==> config.mk <==
export PLATFORM = sky130hd
export DESIGN_NAME = elev_scheduler
export DESIGN_NICKNAME = d
export VERILOG_FILES = /design/src/rtl/elev_scheduler.sv
export SDC_FILE = /design/constraint.sdc
export NUM_CORES = 1
export LEC_CHECK = 0
export BUFFER_PORTS_ARGS = -buffer_cell sky130_fd_sc_hd__buf_2
export CAP_MARGIN = 20
export CORE_MARGIN = 1
export CORE_UTILIZATION = 54
export DETAILED_ROUTE_END_ITERATION = 16
export PLACE_DENSITY_LB_ADDON = 0.2
export SLEW_MARGIN = 15
export SYNTH_ARGS = -nofsm -noshare
export SYNTH_HDL_FRONTEND = slang
export SYNTH_SLANG_ARGS = --single-unit
==> constraint.sdc <==
create_clock -name clk -period 3.2 [get_ports clk]
set_input_delay 0.32 -clock clk [delete_from_list [all_inputs] [get_ports clk]]
set_output_delay 0.32 -clock clk [all_outputs]
set_load 0.05 [all_outputs]
==> src/rtl/elev_scheduler.sv <==
// ---------------------------------------------------------------------------
// elev_scheduler
//   Request scheduler and motion sequencer for the elevator car. Hall and car
//   button requests are latched into a pending set and served in SCAN order:
//   the car keeps its direction while requests remain ahead of it, then turns
//   around. The floor select, door and motion outputs are all registered, so
//   no input reaches an output combinationally.
//
// Ports
//   clk        system clock, rising edge
//   rst        asynchronous reset, active-low
//   hall_req   hall button pulses/levels, one bit per floor
//   car_req    in-car button pulses/levels, one bit per floor
//   floor_sel  current car floor (0 = bottom)
//   door       1 = door open
//   moving     1 = car travelling between floors
//   dir_up     current/last travel direction, 1 = up
//   pending    outstanding request set
// ---------------------------------------------------------------------------
module elev_scheduler #(
   parameter int NUM_FLOORS  = 4,
   parameter int DOOR_CYCLES = 3,
   parameter int MOVE_CYCLES = 2
) (
   input  logic                          clk,
   input  logic                          rst,
   input  logic [NUM_FLOORS-1:0]         hall_req,
   input  logic [NUM_FLOORS-1:0]         car_req,
   output logic [$clog2(NUM_FLOORS)-1:0] floor_sel,
   output logic                          door,
   output logic                          moving,
   output logic                          dir_up,
   output logic [NUM_FLOORS-1:0]         pending
);

   localparam int FW  = $clog2(NUM_FLOORS);
   localparam int DTW = $clog2(DOOR_CYCLES + 1);
   localparam int MTW = $clog2(MOVE_CYCLES + 1);
   localparam logic [FW-1:0] TOP_FLOOR = FW'(NUM_FLOORS - 1);

   typedef enum logic [1:0] {
      IDLE,
      MOVE,
      OPEN
   } stateT;

   stateT                 state, stateNext;
   logic [DTW-1:0]        doorTmr, doorTmrNext;
   logic [MTW-1:0]        moveTmr, moveTmrNext;
   logic [FW-1:0]         floorNext, stepFloor;
   logic                  dirNext;
   logic [NUM_FLOORS-1:0] pendingNext, reqIn, clrMask;
   logic                  hereReq, anyAbove, anyBelow, aheadReq;

   assign reqIn    = hall_req | car_req;
   assign hereReq  = pending[floor_sel];
   assign aheadReq = dir_up ? anyAbove : anyBelow;

   // Scheduling decisions look only at the registered pending set, so a new
   // request is captured on one edge and acted on from the next edge onward.
   // The step target saturates at the end floors so floor_sel never wraps.
   always_comb begin
      anyAbove  = 1'b0;
      anyBelow  = 1'b0;
      stepFloor = floor_sel;
      for (int i = 0; i < NUM_FLOORS; i++) begin
         if (pending[i] && (i > int'(floor_sel))) anyAbove = 1'b1;
         if (pending[i] && (i < int'(floor_sel))) anyBelow = 1'b1;
      end
      if (dir_up && (floor_sel != TOP_FLOOR)) begin
         stepFloor = floor_sel + FW'(1);
      end else if (!dir_up && (floor_sel != '0)) begin
         stepFloor = floor_sel - FW'(1);
      end
   end

   // State register plus the registered outputs and timers. door and moving
   // are taken from the next state so they change on the same edge as it.
   always_ff @(posedge clk or negedge rst) begin
      if (!rst) begin
         state     <= IDLE;
         floor_sel <= '0;
         door      <= 1'b0;
         moving    <= 1'b0;
         dir_up    <= 1'b1;
         pending   <= '0;
         doorTmr   <= '0;
         moveTmr   <= '0;
      end else begin
         state     <= stateNext;
         floor_sel <= floorNext;
         door      <= (stateNext == OPEN);
         moving    <= (stateNext == MOVE);
         dir_up    <= dirNext;
         pending   <= pendingNext;
         doorTmr   <= doorTmrNext;
         moveTmr   <= moveTmrNext;
      end
   end

   // Next-state logic. MOVE is only entered when a request lies strictly
   // above or below the car, since a request at the current floor wins.
   // A request at the open floor keeps the door open even on its last cycle.
   always_comb begin
      stateNext = state;
      case (state)
         IDLE: begin
            if (hereReq) begin
               stateNext = OPEN;
            end else if (anyAbove || anyBelow) begin
               stateNext = MOVE;
            end
         end
         MOVE: begin
            if ((moveTmr == MTW'(1)) && pending[stepFloor]) begin
               stateNext = OPEN;
            end
         end
         OPEN: begin
            if (!reqIn[floor_sel] && (doorTmr == DTW'(1))) begin
               stateNext = IDLE;
            end
         end
         default: stateNext = IDLE;
      endcase
   end

   // Next values of floor, direction, timers and the pending set. The
   // direction flips only when nothing lies ahead, and is pinned to the only
   // legal direction at the end floors whenever the car leaves IDLE. The
   // served floor is cleared from pending on entry to OPEN and throughout it,
   // which also absorbs repeat presses of that floor's buttons.
   always_comb begin
      floorNext   = floor_sel;
      dirNext     = dir_up;
      doorTmrNext = doorTmr;
      moveTmrNext = moveTmr;
      case (state)
         IDLE: begin
            if (hereReq) begin
               doorTmrNext = DTW'(DOOR_CYCLES);
            end else if (anyAbove || anyBelow) begin
               moveTmrNext = MTW'(MOVE_CYCLES);
               if (!aheadReq) dirNext = ~dir_up;
            end
            if (stateNext != IDLE) begin
               if (floor_sel == TOP_FLOOR) begin
                  dirNext = 1'b0;
               end else if (floor_sel == '0) begin
                  dirNext = 1'b1;
               end
            end
         end
         MOVE: begin
            if (moveTmr == MTW'(1)) begin
               floorNext = stepFloor;
               if (pending[stepFloor]) begin
                  doorTmrNext = DTW'(DOOR_CYCLES);
                  moveTmrNext = '0;
               end else begin
                  moveTmrNext = MTW'(MOVE_CYCLES);
               end
            end else begin
               moveTmrNext = moveTmr - MTW'(1);
            end
         end
         OPEN: begin
            if (reqIn[floor_sel]) begin
               doorTmrNext = DTW'(DOOR_CYCLES);
            end else if (doorTmr == DTW'(1)) begin
               doorTmrNext = '0;
            end else begin
               doorTmrNext = doorTmr - DTW'(1);
            end
         end
         default: ;
      endcase

      if ((state == OPEN) || (stateNext == OPEN)) begin
         clrMask = NUM_FLOORS'(1) << floorNext;
      end else begin
         clrMask = '0;
      end
      pendingNext = (pending | reqIn) & ~clrMask;
   end

endmodule
==> impl.org, run 1 <==
** STA
- Counting I/O delays and the setup requirement, the final critical path takes 2.478 ns.
- Tcrit/Tclk final :: 77.45%
- RSZ-0062 raised after global routing :: no
- Final total negative setup slack :: 0 ns
- Timing would allow up to between 400 and 500 MHz.
- Total setup violations reported at the end of the flow :: 0
- Least-Margin Pin Slew :: 0.4251 ns
- The hold violation count in the final report is 0.
- The clock arrives with ~0.00093 ns of skew.
- In this run the tightest slew margin relative to its limit is 71.52%.
- The number of pins exceeding their max-slew limit in the final report is 0.
- Worst-case setup margin in the final layout :: 0.7217 ns

** Synthesis
- The number of nets handed over by synthesis was 117.
- Flip-flop and latch count after synthesis :: 15
- Number of synthesized flops with an enable pin :: 0
- Dominant synthesized flop cell :: sky130_fd_sc_hd__dfrtp_1
- Synthesized area per cell :: 10.20 um^2
- Post-synthesis sequential area ratio :: 37.30%
- Summing every instance area after synthesis gives around 1000 um^2.
- Async SR Flop Fraction :: 100.0%
- The synthesized netlist contains 37 unique library cells.
- Synthesis Warnings :: 0
- After technology mapping, the gate count stands at 99.

** Global routing
- Entering global routing, the biggest net connects 16 pins.
- Total congestion overflow :: 0
- The initial antenna violation count is 0.
- The first global-routing pass estimated 3525 um of wire.
- Global routing used 24.31% of the available tracks across all layers.
- The number of global-route vias before repair was 765.

** Critical path
- The worst setup path is launched from a flip-flop.
- Of all nets on the critical path, the largest fanout is 7.
- Crit path kind :: flip-flop to flip-flop
- Data on the critical path is required at its endpoint by approximately 3.4 ns.
- For the worst setup path, the data arrival time is 2.65 ns.
- Crit path capture type :: flip-flop

** Clock network
- Count of H-tree levels built during CTS :: 1
- Once the clock tree was built, the setup fixing pass inserted 0 buffers.
- CTS tree :: yes
- The clock passes through at most 2 buffers.
- Clock Sink Count :: 15
- Clock root buffer :: sky130_fd_sc_hd__clkbuf_4
- Clock insertion delay at the later pin of the skew report :: 0.28 ns
- Clk slew on worst S/H paths :: 0.08 ns
- TritonCTS Buffers :: 3

** Flow run
- Across the run, the number of max-cap violations was 0.

** Route
- Initial DRC count :: 17
- Remaining number of nets flagged by the antenna check after routing :: 0
- Wire per inst :: 14.56 um
- Before antenna repair, the detailed router went through 4 iterations.
- Routed wire length :: 2126 um
- Dividing the detail-routed via count by the number of cells gives 5.719.
- After detailed routing, the number of remaining DRC violations is 0.
- The final route contains ~840 vias.

** Place
- # placed instances :: 141
- During placement, the flow inserted port buffers numbering 18.
- DP Wirelength :: approximately 1600 um
- Worst slack after detailed placement :: 0.7415 ns
- Post-Place Cell Area :: 1124 um^2
- Routability congestion estimate from global placement :: 0.8691

** Finish
- Layout Nets :: 140
- Non-filler cells, final :: 146
- Register Area :: 376.6 um^2
- The repair_antennas step left the layout with diodes totalling 0.
- The post-route netlist has 28.10% of its cells at a drive strength greater than 1.
- Area of the multi-input gates :: 595.6 um^2
- Relative to the synthesized area, the layout overhead comes to 14.99%.
- Number of fill cells :: 150
- The finished cells cover about 1200 um^2.

** Pwr
- VDD sags by at most 0.6711 mV.
- Leak pwr :: between 0.5 and 0.6 nW
- Post-layout power :: 0.001161 W
- For this design the ratio of total power to cell area is 999.7 nW/um^2.

** Outcome
- Outcome :: finished clean

** Hold path
- Class of the most critical hold timing path :: input port to flip-flop

** Floorplanning
- During I/O placement, the number of pins put on the boundary was 19.
- The floorplan step defined a die boundary enclosing 2047 um^2.
- Area of the core region :: 1745 um^2
- Row generation in the floorplan step produced 15 rows.
- In this run the horizontal extent of the chip is roughly 45 um.
- Starting utilization of the core area :: between 50% and 60%
- Vertical extent of the die :: approximately 45 um
==> report_power, final <==
group | switching (W) | internal [W]
combinational | 0.000432 | 0.000264
sequential | 0.0000981 | 0.000262
clock | 0.0000587 | 0.0000464
total | 0.000589 | 0.000572
==> cells in the mapped netlist, types with 2 or more instances <==
library cell | instances | area, um^2
sky130_fd_sc_hd__o31ai_1 | 2 | 15.01
sky130_fd_sc_hd__a31oi_1 | 6 | 37.54
sky130_fd_sc_hd__nor3_1 | 6 | 30.03
sky130_fd_sc_hd__and3_1 | 2 | 12.51
sky130_fd_sc_hd__o32a_2 | 2 | 22.52
sky130_fd_sc_hd__mux2_4 | 2 | 30.03
sky130_fd_sc_hd__o21ai_0 | 2 | 10.01
sky130_fd_sc_hd__mux2i_1 | 3 | 30.03
sky130_fd_sc_hd__mux4_2 | 2 | 45.04
sky130_fd_sc_hd__nand2b_1 | 3 | 18.77
sky130_fd_sc_hd__inv_1 | 8 | 30.03
sky130_fd_sc_hd__o221ai_1 | 2 | 17.52
sky130_fd_sc_hd__nand2_1 | 7 | 26.28
sky130_fd_sc_hd__dfrtp_1 | 14 | 350.3
sky130_fd_sc_hd__ha_1 | 8 | 100.1
sky130_fd_sc_hd__nor2_1 | 8 | 30.03
sky130_fd_sc_hd__a21oi_1 | 2 | 10.01
==> registers in the layout (all words and copies together), names as in the netlist <==
name / cells
pending: 4
doorTmr: 2
floor_sel: 2
moveTmr: 2
state: 2
dir_up: 1
door: 1
moving: 1
==> placed cells by master, fill, tap and decap left out, types with 3 or more instances in the layout <==
cell                        n
sky130_fd_sc_hd__a31oi_1    6
sky130_fd_sc_hd__buf_2     18
sky130_fd_sc_hd__clkbuf_4   3
sky130_fd_sc_hd__dfrtp_1   14
sky130_fd_sc_hd__ha_1       8
sky130_fd_sc_hd__inv_1      8
sky130_fd_sc_hd__mux2i_1    3
sky130_fd_sc_hd__nand2_1    7
sky130_fd_sc_hd__nand2b_1   3
sky130_fd_sc_hd__nor2_1     8
sky130_fd_sc_hd__nor3_1     6
==> logic make-up (layout without fill, tap and decap cells) <==
group / after synthesis / in the layout / synth area share [%]
AO/OA/AOI/OAI: 25 / 25 / 18.84
multiplexers: 7 / 7 / 10.41
buffers and inverters: 9 / 31 / 3.718
XOR/XNOR: 2 / 2 / 3.594
flip-flops: 15 / 15 / 37.30
adder cells (fa/ha/maj): 8 / 8 / 9.914
AND/OR/NAND/NOR: 33 / 33 / 16.24
==> cell type report <==
class	instances	area share [%]
clock inverter	1	0.4310
tap	25	2.694
multi-input combinational	75	51.29
timing repair buffer	19	8.621
clock buffer	3	1.940
inverter	8	2.586
sequential	15	32.44
==> final timing paths <==
kind | from | cells after the start | slack, ns | end
worst max-delay path | floor_sel[0] | 8 | 0.72 | doorTmr[0]
worst min-delay path | car_req[2] | 3 | 0.33 | pending[2]
worst max register to register | floor_sel[0] | 8 | 0.72 | doorTmr[0]
worst min register to register | moveTmr[1] | 2 | 0.49 | moveTmr[1]
max in group asynchronous | rst | 2 | 2.45 | dir_up
min in group asynchronous | rst | 2 | 0.46 | moving
==> worst max-delay path, cell delays in order, from the launching register on <==
cell                      delay, ns
sky130_fd_sc_hd__dfrtp_1       0.49
sky130_fd_sc_hd__inv_1         0.22
sky130_fd_sc_hd__ha_1          0.29
sky130_fd_sc_hd__mux2_4        0.32
sky130_fd_sc_hd__xnor2_4       0.16
sky130_fd_sc_hd__mux2i_1       0.36
sky130_fd_sc_hd__mux2_4        0.24
sky130_fd_sc_hd__o21ai_4       0.08
sky130_fd_sc_hd__o32a_2        0.20
==> what timing repair did <==
action	CTS	global route
endpoints found under the hold margin	14	0
resized for setup	0	0
hold buffers	1	0
==> routing by layer <==
layer	share of wire [%]	global-route usage (%)
met1	45	31.47
met2	50	40.87
met3	4.9	7.200
met4	0	3.636
met5	0	0
==> per-stage QoR <==
stage	utilization, %	hold WS (ns)
2_1_floorplan	-	0.02441
3_3_place_gp	64.37	0.2409
3_5_place_dp	64.37	0.2405
4_1_cts	66.52	0.3218
5_1_grt	66.52	0.3258
6_report	66.52	0.3324
No activity file was read; power rests on OpenSTA's default activity.
==> inputs of run 2 (changes only) <==
--- a/config.mk
+++ b/config.mk
@@ -8,7 +8,7 @@
 export BUFFER_PORTS_ARGS = -buffer_cell sky130_fd_sc_hd__buf_2
 export CAP_MARGIN = 20
 export CORE_MARGIN = 1
-export CORE_UTILIZATION = 54
+export CORE_UTILIZATION = 48
 export DETAILED_ROUTE_END_ITERATION = 16
 export PLACE_DENSITY_LB_ADDON = 0.2
 export SLEW_MARGIN = 15
==> constraint.sdc (replaced) <==
create_clock -name clk -period 2.1 [get_ports clk]
set_input_delay 0.21 -clock clk [delete_from_list [all_inputs] [get_ports clk]]
set_output_delay 0.21 -clock clk [all_outputs]
set_load 0.05 [all_outputs]
==> impl.org, run 2 (synthesized netlist as in run 1, its figures left out) <==
** Outcome
- Outcome :: finished, violations left
- Failing checks :: setup timing

** Floorplanning
- The number of rows created at floorplan came to 16 (+1).
- Starting utilization of the core area :: 51.47% (-6.4 points)
- The vertical die dimension was 47.87 um (+5.8%).
- Die Width :: 47.87 um (+5.8%)
- The die outline area is 2291 um^2 (+12%).
- The area of the core was 1962 um^2 (+12%).
- The I/O pin total came to 19 (unchanged).

** Critical path
- The signal on the critical path passes through clkinvlp_4 > ha_4 > mux2_4 > xnor2_4 > mux2i_2 > mux2_4 > o21ai_4 > o32a_2.
- The buffering stage count on the worst path with inverters included is 1 (unchanged).
- The critical path is of the flip-flop to flip-flop type.
- Beginning of the worst register-to-register path :: floor_sel[0]
- Delay-heaviest family, CP :: multiplexers
- In this run the worst setup path begins at floor_sel[0].
- The most numerous cell type found on the critical path is sky130_fd_sc_hd__mux2_4.
- STA classifies the critical path endpoint as a flip-flop.
- The maximum cell stage delay along the critical path was 0.45 ns (-0.04 ns).
- Largest driver fanout on the critical path :: 6 (-1)
- For this design, the slowest cell found on the critical path is sky130_fd_sc_hd__dfrtp_4.
- Crit path DAT :: 2.35 ns (-0.30 ns)
- The required time at the endpoint of the critical path came to 2.28 ns (-1.09 ns).
- STA classifies the critical path startpoint as a flip-flop.

** Global routing
- Global-route wire length before repair :: 3691 um (+4.7%)
- The initial antenna violation count was 0 (unchanged).
- The global-route usage over all layers was 23.62% (-0.69 points).
- Vias in the first global route :: 810 (+5.9%)
- The pin count of the biggest net entering global routing is 16 (unchanged).
- The final global-route overflow total came to 0 (unchanged).

** STA
- The hold violation count in the final report came to 0 (unchanged).
- The final total negative setup slack was -0.3272 ns (-0.3272 ns).
- The setup clock skew after layout came to 0.002282 ns (+0.001351 ns).
- Total count of max-transition violations in the final report :: 0 (unchanged)
- Total setup violations reported at the end of the flow :: 7 (+7)
- The final worst-path setup slack came to -0.06660 ns (-0.7883 ns).
- The actual transition at the worst max-transition pin is 0.3558 ns (-0.06937 ns).
- RSZ-0062 raised after global routing :: yes
- The max-slew headroom at the worst pin came to 76.28% (+4.8 points).
- The fraction of the cycle the final worst path needs was 103.2% (+26 points).
- Final period demand of the worst path :: 2.167 ns (-0.3117 ns)
- Maximum clock frequency :: 461.6 MHz (+14%)

** Pwr
- VDD IR max :: 0.9999 mV (+49%)
- Leak pwr :: 0.5834 nW (+12%)
- PwrDens :: 1582 nW/um^2 (+58%)

** Finish
- Most frequent cells in the layout :: sky130_fd_sc_hd__buf_2, sky130_fd_sc_hd__buf_4, sky130_fd_sc_hd__dfrtp_1, sky130_fd_sc_hd__nor2_1
- Proportion of layout cells with a drive suffix above 1 :: 42.96% (+15 points)
- The utilization of the core after routing came to 67.92% (+1.4 points).
- Largest register FFs :: 4 (unchanged)
- The final net count was 154 (+10%).
- The number of antenna diodes came to 0 (unchanged).
- Area Overhead vs Synth :: 31.97%
- More flip-flops sit in one register than any other, and that register is pending.
- The library cell used most frequently in the layout, excluding fill and tap cells, is sky130_fd_sc_hd__buf_2.

** Place
- Routability congestion estimate from global placement :: 0.8048 (-7.4%)
- The worst setup slack before clock tree synthesis came to -0.06585 ns (-0.8074 ns).
- Number of I/O port buffers :: 18 (unchanged)
- DP Wirelength :: 1803 um (+11%)

** Clock network
- Maximum number of buffers from clock root to sink :: 2 (unchanged)
- In this run the clock root is driven by a sky130_fd_sc_hd__clkbuf_4.
- Clock insertion delay at the later pin of the skew report :: 0.29 ns (about the same)
- The clock input transition at the sequential cells of the worst setup and hold paths came to 0.09 ns (about the same).
- Clock Sink Count :: 15 (unchanged)
- TritonCTS built the clock tree.
- The number of clock buffers inserted by TritonCTS came to 3 (unchanged).
- The H-tree depth is 1 (unchanged).

** Route
- The post-detailed-routing wire length was 2297 um (+8.0%).
- Via/cell ratio :: 5.562 (-2.8%)
- Wire per inst :: 14.18 um (-2.6%)
- Remaining number of nets flagged by the antenna check after routing :: 0 (unchanged)
- The violation count after the first detailed-route iteration is 13 (-4).
- The vias after detailed routing is 901 (+7.9%).
- Remaining routing DRC violations :: 0 (unchanged)
- Number of detailed-route iterations in the first pass :: 4 (unchanged)

** Hold path
- Class of the most critical hold timing path :: input port to flip-flop
- The startpoint identified for the worst hold timing path is hall_req[3].

** Flow run
- The max-capacitance violation count is 0 (unchanged).
run 2: metal layers:
metal / track usage, % / share of wire [%] / vias to the layer above
met2: 38.92 / 51 / 16
li1: - / - / 441
met4: 10.00 / 2.0 / 0
met1: 30.61 / 45 / 438
met3: 3.774 / 2.3 / 6
met5: 0 / 0 / -
run 2: worst paths after layout:
kind	endpoint	slack [ns]	cells past startpoint
setup / recovery	doorTmr[0]	-0.07	8
hold / removal	pending[3]	0.22	3
setup reg to reg	doorTmr[0]	-0.07	8
hold reg to reg	moveTmr[0]	0.50	1
max in group asynchronous	dir_up	1.46	2
min in group asynchronous	state[1]	0.35	2
run 2: final cells by class:
class | count | area [um^2]
Sequential cell | 15 | 381.6
Fill cell | 156 | 629.4
Clock buffer | 3 | 22.52
Inverter | 8 | 33.78
Tap cell | 27 | 33.78
Timing Repair Buffer | 33 | 205.2
Clock inverter | 1 | 5.005
Multi-Input combinational cell | 75 | 650.6
run 2: power by group:
part	switching, W	total, W	internal (W)
clock network	0.0000981	0.000169	0.0000708
registers	0.000106	0.000511	0.000405
logic	0.000800	0.00143	0.000627
total	0.00100	0.00211	0.00110
run 2: stage by stage:
stage          area (um^2)  total power, W  cells  hold slack (ns)
5_1_grt               1333        0.002247    162           0.2177
3_5_place_dp          1230        0.001788    153           0.1393
6_report              1333        0.002108    162           0.2163
3_3_place_gp          1230        0.001753    153           0.1338
4_1_cts               1305        0.002043    162           0.2159
2_1_floorplan         1039        0.001423     99         -0.08559
run 2: repair_timing:
| action | 4_1_cts | 5_1_grt |
|---|---|---|
| gates resized for setup | 1 | 5 |
| setup endpoints to repair | 7 | 10 |
| hold buffers | 1 | 0 |
| buffers inserted | 4 | 0 |
| endpoints found under the hold margin | 14 | 0 |
| pin swaps | 3 | 4 |
run 2: worst min-delay path, stage by stage:
cell and delay (ns):
sky130_fd_sc_hd__buf_2 0.09, sky130_fd_sc_hd__nor3_1 0.04, sky130_fd_sc_hd__a31oi_1 0.12
